### src/rtl/alu_op_sequencer_if.sv
// Request, sweep, ALU and response signals of alu_op_sequencer.
// slave: the sequencer; master: host plus the ALU it drives.
interface alu_op_sequencer_if #(
  parameter int OPERATION = 3,
  parameter int WIDTH     = 8,
  parameter int SHIFT     = 3
);

  logic                 req_valid;
  logic                 req_ready;
  logic [OPERATION-1:0] req_op;
  logic [SHIFT-1:0]     req_shamt;
  logic [WIDTH-1:0]     req_x;
  logic [WIDTH-1:0]     req_y;
  logic                 req_carry;

  logic                 sweep_start;
  logic                 sweep_busy;

  logic [OPERATION-1:0] alu_operation;
  logic [SHIFT-1:0]     alu_shamt;
  logic [WIDTH-1:0]     alu_x;
  logic [WIDTH-1:0]     alu_y;
  logic                 alu_carry_in;
  logic [WIDTH-1:0]     alu_result;
  logic                 alu_overflow;
  logic                 alu_zero;

  logic                 rsp_valid;
  logic                 rsp_ready;
  logic [OPERATION-1:0] rsp_op;
  logic [WIDTH-1:0]     rsp_result;
  logic                 rsp_overflow;
  logic                 rsp_zero;
  logic                 rsp_last;

  modport master (
    output req_valid,
    input  req_ready,
    output req_op,
    output req_shamt,
    output req_x,
    output req_y,
    output req_carry,
    output sweep_start,
    input  sweep_busy,
    input  alu_operation,
    input  alu_shamt,
    input  alu_x,
    input  alu_y,
    input  alu_carry_in,
    output alu_result,
    output alu_overflow,
    output alu_zero,
    input  rsp_valid,
    output rsp_ready,
    input  rsp_op,
    input  rsp_result,
    input  rsp_overflow,
    input  rsp_zero,
    input  rsp_last
  );

  modport slave (
    input  req_valid,
    output req_ready,
    input  req_op,
    input  req_shamt,
    input  req_x,
    input  req_y,
    input  req_carry,
    input  sweep_start,
    output sweep_busy,
    output alu_operation,
    output alu_shamt,
    output alu_x,
    output alu_y,
    output alu_carry_in,
    input  alu_result,
    input  alu_overflow,
    input  alu_zero,
    output rsp_valid,
    input  rsp_ready,
    output rsp_op,
    output rsp_result,
    output rsp_overflow,
    output rsp_zero,
    output rsp_last
  );

endinterface

### src/rtl/alu_op_sequencer.sv
// Drives a combinational ALU from registers, one op per request or a full op sweep.
// Ports: clk, rst (async high), bus (alu_op_sequencer_if.slave: req/sweep/alu/rsp).
module alu_op_sequencer #(
  parameter int OPERATION = 3,
  parameter int WIDTH     = 8,
  parameter int SHIFT     = 3
) (
  input  logic               clk,
  input  logic               rst,
  alu_op_sequencer_if.slave  bus
);

  localparam logic [1:0] IDLE  = 2'd0;
  localparam logic [1:0] DRIVE = 2'd1;
  localparam logic [1:0] RESP  = 2'd2;

  localparam logic [OPERATION-1:0] LAST_OP = '1;

  logic [1:0]           state_q, state_d;
  logic [OPERATION-1:0] op_q, op_d;
  logic [SHIFT-1:0]     shamt_q, shamt_d;
  logic [WIDTH-1:0]     x_q, x_d;
  logic [WIDTH-1:0]     y_q, y_d;
  logic                 carry_q, carry_d;
  logic                 busy_q, busy_d;

  logic                 rvalid_q, rvalid_d;
  logic                 rlast_q, rlast_d;
  logic [OPERATION-1:0] rop_q, rop_d;
  logic [WIDTH-1:0]     rres_q, rres_d;
  logic                 rovf_q, rovf_d;
  logic                 rzero_q, rzero_d;

  logic in_idle;
  logic start_sweep;
  logic accept_req;
  logic rsp_fire;
  logic more_ops;

  assign in_idle     = (state_q == IDLE);
  assign start_sweep = in_idle && bus.sweep_start;
  assign accept_req  = in_idle && !bus.sweep_start
                       && bus.req_valid;
  assign rsp_fire    = (state_q == RESP) && bus.rsp_ready;
  assign more_ops    = busy_q && (op_q != LAST_OP);

  // Held low while rst is high so nothing is accepted in reset.
  assign bus.req_ready = in_idle && !bus.sweep_start && !rst;

  always_comb begin
    state_d = state_q;
    op_d    = op_q;
    shamt_d = shamt_q;
    x_d     = x_q;
    y_d     = y_q;
    carry_d = carry_q;
    busy_d  = busy_q;
    rvalid_d = rvalid_q;
    rlast_d  = rlast_q;
    rop_d    = rop_q;
    rres_d   = rres_q;
    rovf_d   = rovf_q;
    rzero_d  = rzero_q;

    unique case (state_q)
      IDLE: begin
        unique case (1'b1)
          start_sweep: begin
            op_d    = '0;
            shamt_d = bus.req_shamt;
            x_d     = bus.req_x;
            y_d     = bus.req_y;
            carry_d = bus.req_carry;
            busy_d  = 1'b1;
            state_d = DRIVE;
          end
          accept_req: begin
            op_d    = bus.req_op;
            shamt_d = bus.req_shamt;
            x_d     = bus.req_x;
            y_d     = bus.req_y;
            carry_d = bus.req_carry;
            state_d = DRIVE;
          end
          default: ;
        endcase
      end
      DRIVE: begin
        // ALU had a full cycle to settle.
        rres_d   = bus.alu_result;
        rovf_d   = bus.alu_overflow;
        rzero_d  = bus.alu_zero;
        rop_d    = op_q;
        rvalid_d = 1'b1;
        rlast_d  = busy_q && (op_q == LAST_OP);
        state_d  = RESP;
      end
      RESP: begin
        if (rsp_fire) begin
          rvalid_d = 1'b0;
          rlast_d  = 1'b0;
          if (more_ops) begin
            op_d    = op_q + 1'b1;
            state_d = DRIVE;
          end else begin
            busy_d  = 1'b0;
            state_d = IDLE;
          end
        end
      end
      default: state_d = IDLE;
    endcase
  end

  always_ff @(posedge clk or posedge rst) begin
    if (rst) begin
      state_q  <= IDLE;
      op_q     <= '0;
      shamt_q  <= '0;
      x_q      <= '0;
      y_q      <= '0;
      carry_q  <= 1'b0;
      busy_q   <= 1'b0;
      rvalid_q <= 1'b0;
      rlast_q  <= 1'b0;
      rop_q    <= '0;
      rres_q   <= '0;
      rovf_q   <= 1'b0;
      rzero_q  <= 1'b0;
    end else begin
      state_q  <= state_d;
      op_q     <= op_d;
      shamt_q  <= shamt_d;
      x_q      <= x_d;
      y_q      <= y_d;
      carry_q  <= carry_d;
      busy_q   <= busy_d;
      rvalid_q <= rvalid_d;
      rlast_q  <= rlast_d;
      rop_q    <= rop_d;
      rres_q   <= rres_d;
      rovf_q   <= rovf_d;
      rzero_q  <= rzero_d;
    end
  end

  assign bus.sweep_busy    = busy_q;
  assign bus.alu_operation = op_q;
  assign bus.alu_shamt     = shamt_q;
  assign bus.alu_x         = x_q;
  assign bus.alu_y         = y_q;
  assign bus.alu_carry_in  = carry_q;
  assign bus.rsp_valid     = rvalid_q;
  assign bus.rsp_last      = rlast_q;
  assign bus.rsp_op        = rop_q;
  assign bus.rsp_result    = rres_q;
  assign bus.rsp_overflow  = rovf_q;
  assign bus.rsp_zero      = rzero_q;

endmodule

### src/flat_wrapper.sv
// flat-port wrapper written by rule: the top's interface ports become plain ports
module alu_op_sequencer_flat 
#(
  parameter int OPERATION = 3,
  parameter int WIDTH     = 8,
  parameter int SHIFT     = 3
)
  (clk, rst, bus_req_valid, bus_req_ready, bus_req_op, bus_req_shamt, bus_req_x, bus_req_y, bus_req_carry, bus_sweep_start, bus_sweep_busy, bus_alu_operation, bus_alu_shamt, bus_alu_x, bus_alu_y, bus_alu_carry_in, bus_alu_result, bus_alu_overflow, bus_alu_zero, bus_rsp_valid, bus_rsp_ready, bus_rsp_op, bus_rsp_result, bus_rsp_overflow, bus_rsp_zero, bus_rsp_last);
  alu_op_sequencer_if #(.OPERATION(OPERATION), .WIDTH(WIDTH), .SHIFT(SHIFT)) bus_i ();
  input  logic clk;
  input  logic rst;
  input wire logic [$bits(bus_i.req_valid)-1:0] bus_req_valid;
  output wire logic [$bits(bus_i.req_ready)-1:0] bus_req_ready;
  input wire logic [$bits(bus_i.req_op)-1:0] bus_req_op;
  input wire logic [$bits(bus_i.req_shamt)-1:0] bus_req_shamt;
  input wire logic [$bits(bus_i.req_x)-1:0] bus_req_x;
  input wire logic [$bits(bus_i.req_y)-1:0] bus_req_y;
  input wire logic [$bits(bus_i.req_carry)-1:0] bus_req_carry;
  input wire logic [$bits(bus_i.sweep_start)-1:0] bus_sweep_start;
  output wire logic [$bits(bus_i.sweep_busy)-1:0] bus_sweep_busy;
  output wire logic [$bits(bus_i.alu_operation)-1:0] bus_alu_operation;
  output wire logic [$bits(bus_i.alu_shamt)-1:0] bus_alu_shamt;
  output wire logic [$bits(bus_i.alu_x)-1:0] bus_alu_x;
  output wire logic [$bits(bus_i.alu_y)-1:0] bus_alu_y;
  output wire logic [$bits(bus_i.alu_carry_in)-1:0] bus_alu_carry_in;
  input wire logic [$bits(bus_i.alu_result)-1:0] bus_alu_result;
  input wire logic [$bits(bus_i.alu_overflow)-1:0] bus_alu_overflow;
  input wire logic [$bits(bus_i.alu_zero)-1:0] bus_alu_zero;
  output wire logic [$bits(bus_i.rsp_valid)-1:0] bus_rsp_valid;
  input wire logic [$bits(bus_i.rsp_ready)-1:0] bus_rsp_ready;
  output wire logic [$bits(bus_i.rsp_op)-1:0] bus_rsp_op;
  output wire logic [$bits(bus_i.rsp_result)-1:0] bus_rsp_result;
  output wire logic [$bits(bus_i.rsp_overflow)-1:0] bus_rsp_overflow;
  output wire logic [$bits(bus_i.rsp_zero)-1:0] bus_rsp_zero;
  output wire logic [$bits(bus_i.rsp_last)-1:0] bus_rsp_last;
  assign bus_i.req_valid = bus_req_valid;
  assign bus_req_ready = bus_i.req_ready;
  assign bus_i.req_op = bus_req_op;
  assign bus_i.req_shamt = bus_req_shamt;
  assign bus_i.req_x = bus_req_x;
  assign bus_i.req_y = bus_req_y;
  assign bus_i.req_carry = bus_req_carry;
  assign bus_i.sweep_start = bus_sweep_start;
  assign bus_sweep_busy = bus_i.sweep_busy;
  assign bus_alu_operation = bus_i.alu_operation;
  assign bus_alu_shamt = bus_i.alu_shamt;
  assign bus_alu_x = bus_i.alu_x;
  assign bus_alu_y = bus_i.alu_y;
  assign bus_alu_carry_in = bus_i.alu_carry_in;
  assign bus_i.alu_result = bus_alu_result;
  assign bus_i.alu_overflow = bus_alu_overflow;
  assign bus_i.alu_zero = bus_alu_zero;
  assign bus_rsp_valid = bus_i.rsp_valid;
  assign bus_i.rsp_ready = bus_rsp_ready;
  assign bus_rsp_op = bus_i.rsp_op;
  assign bus_rsp_result = bus_i.rsp_result;
  assign bus_rsp_overflow = bus_i.rsp_overflow;
  assign bus_rsp_zero = bus_i.rsp_zero;
  assign bus_rsp_last = bus_i.rsp_last;
  alu_op_sequencer #(.OPERATION(OPERATION), .WIDTH(WIDTH), .SHIFT(SHIFT)) u_core (.clk(clk), .rst(rst), .bus(bus_i));
endmodule
### config.mk
export PLATFORM = sky130hd
export DESIGN_NAME = alu_op_sequencer_flat
export DESIGN_NICKNAME = d
export VERILOG_FILES = /design/src/rtl/alu_op_sequencer_if.sv /design/src/rtl/alu_op_sequencer.sv /design/src/flat_wrapper.sv
export SDC_FILE = /design/constraint.sdc
export NUM_CORES = 1
export LEC_CHECK = 0
export BUFFER_PORTS_ARGS = -buffer_cell sky130_fd_sc_hd__buf_2
export CAP_MARGIN = 20
export CORE_AREA = 3 3 63 65
export CTS_BUF_LIST = sky130_fd_sc_hd__clkbuf_8
export DETAILED_ROUTE_END_ITERATION = 10
export DIE_AREA = 0 0 66 68
export PLACE_DENSITY = 0.91
export RECOVER_POWER = 100
export SLEW_MARGIN = 25
export SYNTH_ARGS = -nofsm -noshare
export SYNTH_HDL_FRONTEND = slang
export SYNTH_SLANG_ARGS = --single-unit
### constraint.sdc
create_clock -name clk -period 5.5 [get_ports clk]
set_input_delay 1.1 -clock clk [delete_from_list [all_inputs] [get_ports clk]]
set_output_delay 1.1 -clock clk [all_outputs]
set_load 0.02 [all_outputs]
==> impl_metrics.json <==
{
  "final_max_slew_viol_count": 42,
  "clock_tree.root_cell": "clkbuf_8",
  "die_w_um": 66,
  "syn-cell-area_um2": 1730,
  "cp_cell_sequence": "clkbuf_1 -> nor4_1 -> clkbuf_1",
  "start_kind": "input port",
  "synth_seq_area_share_pct": 59.2,
  "cts_buffers": 5,
  "cp_num_buf_inv": 2,
  "ioPinCount": 78,
  "synth_area_leaders": "dfrtp_1 (59%), mux2_2 (21%), mux2_4 (1.7%)",
  "slowest_delay_ps": 280,
  "failed_checks": "capacitance limit, slew limit",
  "antenna_found_initial": 0,
  "fin_nets": 239,
  "yosys.area.top_type": "dfrtp_1",
  "cp.required_ps": 4400,
  "track_usage_pct": 16.7,
  "first_pass_iters": 4,
  "ys_warn_count": 0,
  "start_util_pct": 51.2,
  "critPathKind": "input port to primary output",
  "portBuffers": 77,
  "drcViolationCount": 0,
  "synth_ff_type": "dfrtp_1",
  "cts_resized": 0,
  "yosysTopAreaCellShare_pct": 59.2,
  "placed_cells": 238,
  "fin_skew_ps": 3.01,
  "rows": 21,
  "tns_ps": 0,
  "p_leak_uw": 0.000956,
  "grt_setup_unrepaired": "false",
  "grt_max_degree": 42,
  "seq_area_um2": 1030,
  "postLayoutCoreUtil_pct": 63.1,
  "crit_family": "buffers and inverters",
  "fillers": 297,
  "grt_pass1_wl_um": 5640,
  "final_cell_mix": "clkbuf_1 (45), dfrtp_1 (41), buf_2 (34), mux2_2 (31)",
  "status": "complete, but fails checks",
  "synth_cells": 119,
  "vdd_drop_max_uv": 346,
  "clock-sinks": 41,
  "end_kind": "primary output",
  "ys_ff_latch": 41,
  "period_needed_ps": 2910,
  "cp_data_arrival_time_ps": 1810,
  "critical_path.most_common_cell": "clkbuf_1",
  "vias": 1201,
  "setup_viol": 0,
  "final_common_cell": "clkbuf_1",
  "clk_pin_slew_ps": 70,
  "crit_slowest_cell": "nor4_1",
  "hold_violations": 0,
  "period_share_pct": 52.9,
  "cts_setup_buffers": 0,
  "syn_nets": 159,
  "synth_edf_count": 0,
  "hpwl_um": 2710,
  "clkLatencyLatePin_ps": 280,
  "synthArstFlopShare_pct": 100,
  "drt-initial-drc-count": 20,
  "fmax_ghz": 0.344,
  "postSynthAreaPerCell_um2": 14.6,
  "slew_headroom_pct": -40.2,
  "route.detailed.wl_per_inst_um": 14.2,
  "antenna_left": 0,
  "yosysUniqueCellTypes": 25,
  "gp_congestion": 0.741,
  "drv_cap": 1,
  "area_growth_pct": 23.4,
  "grt-ovfl-total": 0,
  "cts_tree": "built",
  "instances_no_fill": 246,
  "num_antenna_cells": 0,
  "cp_max_fo": 7,
  "power_density_nw_per_um2": 639,
  "vias_per_cell": 4.88,
  "multi_input_area_um2": 612,
  "dieArea_um2": 4490,
  "cts.path.max_buffers": 2,
  "die_height_um": 68,
  "cts_hold_buf": 0,
  "core_area_um2": 3390,
  "hold_path_class": "register to register",
  "tightest_slew_ps": 2100,
  "drive_gt1_share_pct": 38.5,
  "cts_max_level": 2,
  "finalWirelength_um": 3500,
  "grt_pass1_vias": 1209
}
==> state kept, by name (all words and copies together) (netlist names), 2 cells and up <==
| name | count |
|---|---|
| u_core.bus.alu_operation | 3 |
| u_core.bus.alu_shamt | 3 |
| u_core.bus.alu_x | 8 |
| u_core.bus.alu_y | 8 |
| u_core.bus.rsp_op | 3 |
| u_core.bus.rsp_result | 8 |
| u_core.state_q | 2 |
==> area by class of cell <==
| cell class | count | area share [%] |
|---|---|---|
| multi-input combinational | 67 | 28.6 |
| sequential | 41 | 48.0 |
| clock buffer | 5 | 3.22 |
| inverter | 5 | 0.877 |
| timing repair buffer | 79 | 15.8 |
| tap | 46 | 2.69 |
| clock inverter | 3 | 0.819 |
==> synthesized netlist by cell type (2+ instances only) <==
| cell | number |
|---|---|
| buf_6 | 2 |
| a21oi_1 | 5 |
| buf_4 | 2 |
| mux2_4 | 2 |
| nand2_1 | 5 |
| inv_1 | 5 |
| dfrtp_1 | 41 |
| nand3b_1 | 3 |
| nor2_1 | 2 |
| o21ai_0 | 5 |
| ha_1 | 2 |
| mux2_2 | 32 |
==> metal layers <==
metal | track usage (%) | vias to the layer above | part of all wire [%]
li1 | - | 581 | -
met1 | 20.7 | 578 | 41
met2 | 27.4 | 40 | 52
met3 | 4.60 | 2 | 5.9
met4 | 7.61 | 0 | 0.60
met5 | 0 | - | 0
==> worst paths after layout <==
| check | slack (ps) | to | depth (start not counted) | startpoint |
|---|---|---|---|---|
| max in group asynchronous | 2730 | u_core.bus.alu_y[2] | 3 | rst |
| worst min register to register | 490 | u_core.bus.alu_y[0] | 1 | u_core.bus.alu_y[0] |
| worst max-delay path | 2590 | bus_req_ready | 3 | bus_sweep_start |
| worst max register to register | 3320 | u_core.bus.alu_operation[2] | 5 | u_core.bus.alu_operation[0] |
| min in group asynchronous | 1580 | u_core.bus.sweep_busy | 3 | rst |
| worst min-delay path | 490 | u_core.bus.alu_y[0] | 1 | u_core.bus.alu_y[0] |
==> worst register-to-register path: stages, from the launching register on <==
cell      delay (ps)
dfrtp_1          440
ha_1             220
ha_1             220
nand3b_2         210
a221oi_1         630
mux2_4           350
==> through the flow <==
stage | area [um^2] | hold WS (ps) | worst slack, ps | total power (uW)
after floorplan | 1730 | 591 | 2630 | 1050
after global placement | 2140 | 462 | 2750 | 1230
after detailed placement | 2140 | 481 | 2700 | 1260
after CTS | 2230 | 499 | 2690 | 1450
after global routing | 2140 | 524 | 2260 | 1470
final | 2140 | 494 | 2590 | 1370
==> logic make-up after synthesis <==
kind of cell             Yosys count  synth area share (%)
flip-flops                        41                  59.2
multiplexers                      35                  23.2
AND/OR/NAND/NOR                   16                  5.92
AO/OA/AOI/OAI                     14                  6.49
buffers and inverters             11                  3.82
adder cells (fa/ha/maj)            2                  1.44
==> power breakdown <==
group,internal (uW),leakage (uW),switching [uW]
combinational,257,0.000426,367
clock,87.5,0.0000439,97.3
sequential,453,0.000486,105
Note: power is estimated with default switching activity, not from simulation.
